### src/rtl/u_r_x.sv
// u_r_x: serial receiver for 8-bit data, odd parity, one stop bit.
// The line is synchronized, timed with a bit-period counter and sampled at
// mid-bit. Each received byte is held with a level valid/ack handshake,
// together with parity, framing and sticky overrun status.
module u_r_x #(
   parameter int CLKS_PER_BIT = 5209,
   parameter int HALF_BIT     = CLKS_PER_BIT / 2
) (
   input  logic       clk,
   input  logic       rst,
   input  logic       in_serial,
   input  logic       rx_ack,
   output logic [7:0] rx_data,
   output logic       rx_valid,
   output logic       rx_parity_err,
   output logic       rx_frame_err,
   output logic       rx_overrun,
   output logic       rx_busy
);

   typedef enum logic [2:0] {
      S_IDLE,
      S_START,
      S_BITS,
      S_PAR,
      S_STOP,
      S_DONE,
      S_BREAK
   } state_t;

   localparam logic [12:0] HALF_M1 = 13'(HALF_BIT - 1);
   localparam logic [12:0] FULL_M1 = 13'(CLKS_PER_BIT - 1);

   state_t      state_q;
   logic        sync1_q, sync2_q;
   logic        s_in;
   logic [12:0] cnt_q;
   logic [2:0]  bit_q;
   logic [7:0]  shift_q;
   logic        par_bad_q;
   logic        stop_q;
   logic        busy_q;

   logic [7:0]  data_q, data_d;
   logic        valid_q, valid_d;
   logic        perr_q, perr_d;
   logic        ferr_q, ferr_d;
   logic        ovr_q, ovr_d;

   logic        tick_half;
   logic        tick_full;

   assign s_in      = sync2_q;
   assign tick_half = (cnt_q == HALF_M1);
   assign tick_full = (cnt_q == FULL_M1);

   // Two-flop synchronizer for the asynchronous line, idling high.
   always_ff @(posedge clk) begin
      if (rst) begin
         sync1_q <= 1'b1;
         sync2_q <= 1'b1;
      end else begin
         sync1_q <= in_serial;
         sync2_q <= sync1_q;
      end
   end

   // Frame FSM with bit timer, bit counter and sample capture.
   always_ff @(posedge clk) begin
      if (rst) begin
         state_q   <= S_IDLE;
         cnt_q     <= '0;
         bit_q     <= '0;
         shift_q   <= '0;
         par_bad_q <= 1'b0;
         stop_q    <= 1'b1;
         busy_q    <= 1'b0;
      end else begin
         // Free-running timer; wraps to zero each bit period, and is
         // explicitly cleared below on every state change.
         cnt_q <= tick_full ? '0 : cnt_q + 13'd1;
         case (state_q)
            S_IDLE: begin
               if (!s_in) begin
                  state_q <= S_START;
                  cnt_q   <= '0;
                  busy_q  <= 1'b1;
               end
            end
            S_START: begin
               if (tick_half) begin
                  cnt_q <= '0;
                  if (s_in) begin
                     // Line went back high before mid start bit: a glitch.
                     state_q <= S_IDLE;
                     busy_q  <= 1'b0;
                  end else begin
                     state_q <= S_BITS;
                     bit_q   <= '0;
                  end
               end
            end
            S_BITS: begin
               if (tick_full) begin
                  shift_q <= {s_in, shift_q[7:1]};
                  if (bit_q == 3'd7) begin
                     state_q <= S_PAR;
                  end else begin
                     bit_q <= bit_q + 3'd1;
                  end
               end
            end
            S_PAR: begin
               if (tick_full) begin
                  par_bad_q <= ~(^{shift_q, s_in});
                  state_q   <= S_STOP;
               end
            end
            S_STOP: begin
               if (tick_full) begin
                  stop_q  <= s_in;
                  state_q <= S_DONE;
               end
            end
            S_DONE: begin
               cnt_q <= '0;
               if (s_in) begin
                  state_q <= S_IDLE;
                  busy_q  <= 1'b0;
               end else begin
                  // A line still low here is a break, not a new start.
                  state_q <= S_BREAK;
               end
            end
            S_BREAK: begin
               if (s_in) begin
                  state_q <= S_IDLE;
                  cnt_q   <= '0;
                  busy_q  <= 1'b0;
               end
            end
            default: begin
               state_q <= S_IDLE;
               cnt_q   <= '0;
               busy_q  <= 1'b0;
            end
         endcase
      end
   end

   // Next-state for the output holding registers: a DONE load beats an ack.
   always_comb begin
      data_d  = data_q;
      valid_d = valid_q;
      perr_d  = perr_q;
      ferr_d  = ferr_q;
      ovr_d   = ovr_q;
      if (state_q == S_DONE) begin
         data_d  = shift_q;
         perr_d  = par_bad_q;
         ferr_d  = ~stop_q;
         valid_d = 1'b1;
         if (valid_q) begin
            ovr_d = 1'b1;
         end
      end else if (rx_ack && valid_q) begin
         valid_d = 1'b0;
         ovr_d   = 1'b0;
      end
   end

   // Output holding registers.
   always_ff @(posedge clk) begin
      if (rst) begin
         data_q  <= '0;
         valid_q <= 1'b0;
         perr_q  <= 1'b0;
         ferr_q  <= 1'b0;
         ovr_q   <= 1'b0;
      end else begin
         data_q  <= data_d;
         valid_q <= valid_d;
         perr_q  <= perr_d;
         ferr_q  <= ferr_d;
         ovr_q   <= ovr_d;
      end
   end

   assign rx_data       = data_q;
   assign rx_valid      = valid_q;
   assign rx_parity_err = perr_q;
   assign rx_frame_err  = ferr_q;
   assign rx_overrun    = ovr_q;
   assign rx_busy       = busy_q;

endmodule

### config.mk
export PLATFORM = sky130hd
export DESIGN_NAME = u_r_x
export DESIGN_NICKNAME = d
export VERILOG_FILES = /design/src/rtl/u_r_x.sv
export SDC_FILE = /design/constraint.sdc
export NUM_CORES = 1
export LEC_CHECK = 0
export ABC_AREA = 1
export CELL_PAD_IN_SITES_DETAIL_PLACEMENT = 1
export CELL_PAD_IN_SITES_GLOBAL_PLACEMENT = 1
export CORE_MARGIN = 5
export CORE_UTILIZATION = 41
export CTS_CLUSTER_DIAMETER = 80
export CTS_CLUSTER_SIZE = 10
export DETAILED_ROUTE_END_ITERATION = 7
export MAX_ROUTING_LAYER = met4
export PLACE_DENSITY_LB_ADDON = 0.3
export SYNTH_ARGS = -nofsm -noshare
export SYNTH_HDL_FRONTEND = slang
export SYNTH_SLANG_ARGS = --single-unit
### constraint.sdc
create_clock -name clk -period 1.95 [get_ports clk]
set_clock_uncertainty 0.05 [all_clocks]
set_input_delay 0.195 -clock clk [delete_from_list [all_inputs] [get_ports clk]]
set_output_delay 0.195 -clock clk [all_outputs]
set_load 0.01 [all_outputs]
---- Word level (Yosys, flattened, before mapping) ----
Index checks and enable logic that the tools add are counted.
word-level totals
  bits in registers ....................... 44
  input bits .............................. 4
operators by class
  add/subtract/negate cells ............... 2
  eq/ne operators ......................... 19
  muxes and demuxes ....................... 28
  bitwise operators ....................... 3
  reduce and logical (&&, ||, !) cells .... 14
operator list
  cell                                                   count
  2-to-1 mux 13 bit                                      4
  case mux 13 bit (4 select lines)                       1
  2-to-1 mux 3 bit                                       12
  case mux 3 bit (7 select lines)                        1
  inequality test 2 bit, second input constant           10
  adder 13 x 1 -> 13 bit, second input constant          1
  equality test 13 x 12 -> 1 bit, second input constant  1
  equality test 13 bit, second input constant            1
  equality test 3 bit, second input constant             4
  parity 9 bit                                           1
  AND reduction 2 bit                                    4
  2-to-1 mux 1 bit                                       7
  AND reduction 7 bit                                    1
  equality test 3 x 2 -> 1 bit, second input constant    2
  case mux 3 bit (2 select lines)                        1
  AND reduction 5 bit                                    1
  case mux 1 bit (4 select lines)                        1
  nonzero test 2 bit                                     2
  adder 3 x 1 -> 3 bit, second input constant            1
  equality test 3 x 1 -> 1 bit, second input constant    1
  logical NOT 3 bit                                      1
  inverter 1 bit                                         3
  AND reduction 3 bit                                    1
  OR reduction 3 bit                                     1
  other kinds (3)                                        3

---- Logic depth before layout (Yosys ltp) ----
  depth in word-level cells ............... 4
  depth in mapped cells ................... 11

---- Least setup slack after synthesis ----
Ideal clock, no wire load.
  path type ............................... reg2reg
  start point ............................. reg cnt_q[0]
  end point ............................... reg cnt_q[10]
  setup time .............................. 0.117 ns
  arrival time ............................ 1.310 ns
  data required time ...................... 1.783 ns
  path slack .............................. 0.473 ns
  stages on the path, launching flop included .. 10
  path buffers ............................ 1
  clock period less this slack ............ 1.477 ns
  cells stage by stage .................... dfxtp_1 -> ha_1 -> nand2_1 -> nor2_1 -> nand3_1 -> a21oi_2 -> nand3_2 -> nand2_2 -> buf_6 -> nor2_1
between the ends
  cells in the longest elaborated chain, start to end .. 4
  elaborated cells between the ends (all ways) .. 8
  classes of those cells .................. 1 x add/sub; 2 x eq/ne; 5 x mux
RTL lines
  item                                                            line         RTL
  start: declaration                                              37           logic [12:0] cnt_q;
  start signal: assignment                                        81           cnt_q <= tick_full ? '0 : cnt_q + 13'd1;
  adder 13 x 1 -> 13 bit or equality test 13 bit (tied branches)  81, 55
  2-to-1 mux 13 bit                                               81
  2-to-1 mux 13 bit (on tied branches)                            136, 84, 91
  case mux 13 bit (4 select lines) *                              82           case (state_q)
Mark *: on every way between the ends. The rest lies on a longest branch, timed or not.
A chain may end at the register's enable or synchronous reset.

---- Final worst setup path ----
  start point ............................. reg cnt_q[0]
  end point ............................... reg cnt_q[12]
Same word-level chain as after synthesis.

==> flow_summary.ini <==
[layout]
fin_area_um2 = 2460
diodes = 0
nets = 328
drive_gt1_frac = 0.0841
finalNonFillerCells = 391
area_delta_synth_final_pct = 17.6

[floorplan]
rows = 26
start_util = 0.415
floorplan.io_pins = 17
core_area_um2 = 5040
dieArea_um2 = 6630
die_h_um = 81.4
die_x_um = 81.4

[critical_path]
rrSetupSlack_ps = 250
path_max_fanout = 13
crit_family = simple AND/OR/NAND/NOR gates
max_stage_delay_ps = 370
endpoint_kind = flip-flop
slowest_stage = dfxtp_1
cp.depth = 8
critPathKind = flip-flop to flip-flop
worstPathRequired_ps = 2090
crit_buf_inv = 0
arrival_ps = 1840
endpoint = cnt_q[12]$_SDFF_PP0_
path_cells = ha_1 -> nand2_1 -> nor2_1 -> nand3_1 -> a21oi_2 -> nand3_2 -> nand2_2 -> nor2_1
r2r_cells = 8
crit_start = cnt_q[0]$_SDFF_PP0_
r2r_start = cnt_q[0]$_SDFF_PP0_
start_kind = flip-flop
r2r-end = cnt_q[12]$_SDFF_PP0_
crit_top_cell = nor2_1

[placed_design]
placed_cells = 383
place_congestion = 0.841
numPortBuffers = 16
dp_hpwl_mm = 3.81
pre_cts_ws_ps = 256
dpl_cell_area_um2 = 2330

[yosys]
synth.yosys.seq_area_share = 0.421
ys_types = 23
synth_ff_type = dfxtp_1
yosysWarnings = 0
ys_ff_latch = 44
synth_nets = 307
async_flop_share = 0
synthCells = 299
avgSynthCellArea_um2 = 7.00
synth_edf_count = 0
netlist_area_um2 = 2090

[detailed_routing]
drtIter0Drc = 76
first_pass_iters = 4
wl_mm = 5.16
num_vias = 1918
viasPerCell = 4.91
drc = 0
ant_nets = 0
wl_per_cell_um = 13.2

[clock_network]
postCtsHoldBufs = 0
cts.clk_slew.worst_paths_ps = 80
cts.sinks = 44
cts_resized = 0
htreeDepth = 2
cts_root_buffer = clkbuf_8
cts_tree = done
cts_setup_buffers = 0
cts_buffers = 5
clock_path_buffers = 2
clock_latency_ps = 300

[global_route]
grt.total_usage = 0.186
grt_max_degree = 23
overflow = 0
first_global_vias = 2041
antenna_found_initial = 0
grt_first_pass_wirelength_mm = 9.26

[timing]
clock.fmax_ghz = 0.587
max_slew_margin = 0.667
drv_slew = 0
rsz0062_at_grt = no
hold_viol_final = 0
finalSetupTns_ps = 0
setup_viol = 0
worst-slew-pin-transition_ps = 496
period_needed_ps = 1700
period_share = 0.873
timing.final.ws_setup_ps = 248

[pwr]
leakage_nw = 0.988
vdd_drop_max_uv = 526
p_per_area_nw_per_um2 = 1140

[worst_hold_path]
hold_path_class = flip-flop to flip-flop

[run_status]
outcome = completed

[run]
maxCapViolations = 0
-- synth_stat cells, drive strengths merged (4+ instances only) --
cell | number | area, um2
nand2 | 59 | 226
nor2 | 50 | 188
dfxtp | 44 | 881
inv | 37 | 139
a21oi | 27 | 143
o21ai | 24 | 120
nand3 | 20 | 110
xor2 | 9 | 78.8
nand4 | 6 | 37.5
nor3 | 6 | 30.0
buf | 5 | 40.0
ha | 4 | 50.1
-- power by group --
group / internal [W] / switching [W]
Sequential: 0.000993 / 0.0000974
Combinational: 0.000328 / 0.000622
Clock: 0.000452 / 0.000313
Total: 0.00177 / 0.00103
-- cell usage in the layout (no fill, tap or decap) --
cell              n
a21oi_1          25
a21oi_2           2
buf_4             6
bufinv_16         1
clkbuf_8          7
clkdlybuf4s50_1  16
dfxtp_1          44
ha_1              4
inv_1            32
inv_2             5
nand2_1          57
nand2_2           2
nand3_1          18
nand3_2           2
nand4_1           6
nor2_1           50
nor3_1            6
o21ai_0          24
o311ai_0          1
o31ai_1           1
or2_2             2
xnor2_1           1
xor2_1            9
-- per-layer routing --
layer / share of wire / global-route usage
met3: 0.022 / 0.0395
met2: 0.49 / 0.309
met4: 0.021 / 0.0760
met5: 0 / -
met1: 0.47 / 0.219
-- registers in the layout (all words and copies together), names as in the netlist --
register / cells
state_q: 3
par_bad_q: 1
shift_q: 8
rx_data: 8
rx_frame_err: 1
rx_valid: 1
rx_busy: 1
rx_parity_err: 1
rx_overrun: 1
cnt_q: 13
bit_q: 3
s_in: 1
stop_q: 1
sync1_q: 1
-- worst register-to-register path: stages (launching register included) --
cell and delay (ps):
dfxtp_1 370, ha_1 220, nand2_1 70, nor2_1 100, nand3_1 110, a21oi_2 260, nand3_2 100, nand2_2 230
nor2_1 90
-- stage by stage --
| step | hold slack (ps) | power [W] | util |
|---|---|---|---|
| after floorplan | 249 | 0.00179 | - |
| after global placement | 341 | 0.00202 | 0.463 |
| after detailed placement | 360 | 0.00206 | 0.463 |
| after CTS | 380 | 0.00284 | 0.488 |
| after global routing | 395 | 0.00304 | 0.488 |
| final | 374 | 0.00281 | 0.488 |
-- worst min-delay path by stage --
stage | from | to | cells past startpoint | slack [ps]
after floorplan | in_serial | sync1_q$_SDFF_PP1_ | 1 | 250
after global placement | sync1_q$_SDFF_PP1_ | s_in$_SDFF_PP1_ | 1 | 340
after detailed placement | sync1_q$_SDFF_PP1_ | s_in$_SDFF_PP1_ | 1 | 360
after CTS | sync1_q$_SDFF_PP1_ | s_in$_SDFF_PP1_ | 1 | 380
after global routing | in_serial | sync1_q$_SDFF_PP1_ | 2 | 400
final | sync1_q$_SDFF_PP1_ | s_in$_SDFF_PP1_ | 1 | 370
-- cell type report --
class | count | area [um2]
timing repair buffer | 22 | 205
sequential | 44 | 881
clock buffer | 7 | 96.3
fill | 670 | 2580
clock inverter | 1 | 30.0
inverter | 37 | 139
multi-input combinational | 210 | 1020
tap | 70 | 87.6
-- cell families after synthesis --
group	count (synthesis)	synth area share
buf+inv	45	0.0909
simple gates	143	0.289
compound gates	53	0.133
fa+ha+maj	4	0.0239
flops	44	0.421
xor+xnor	10	0.0419
No activity file was read; power rests on OpenSTA's default activity.
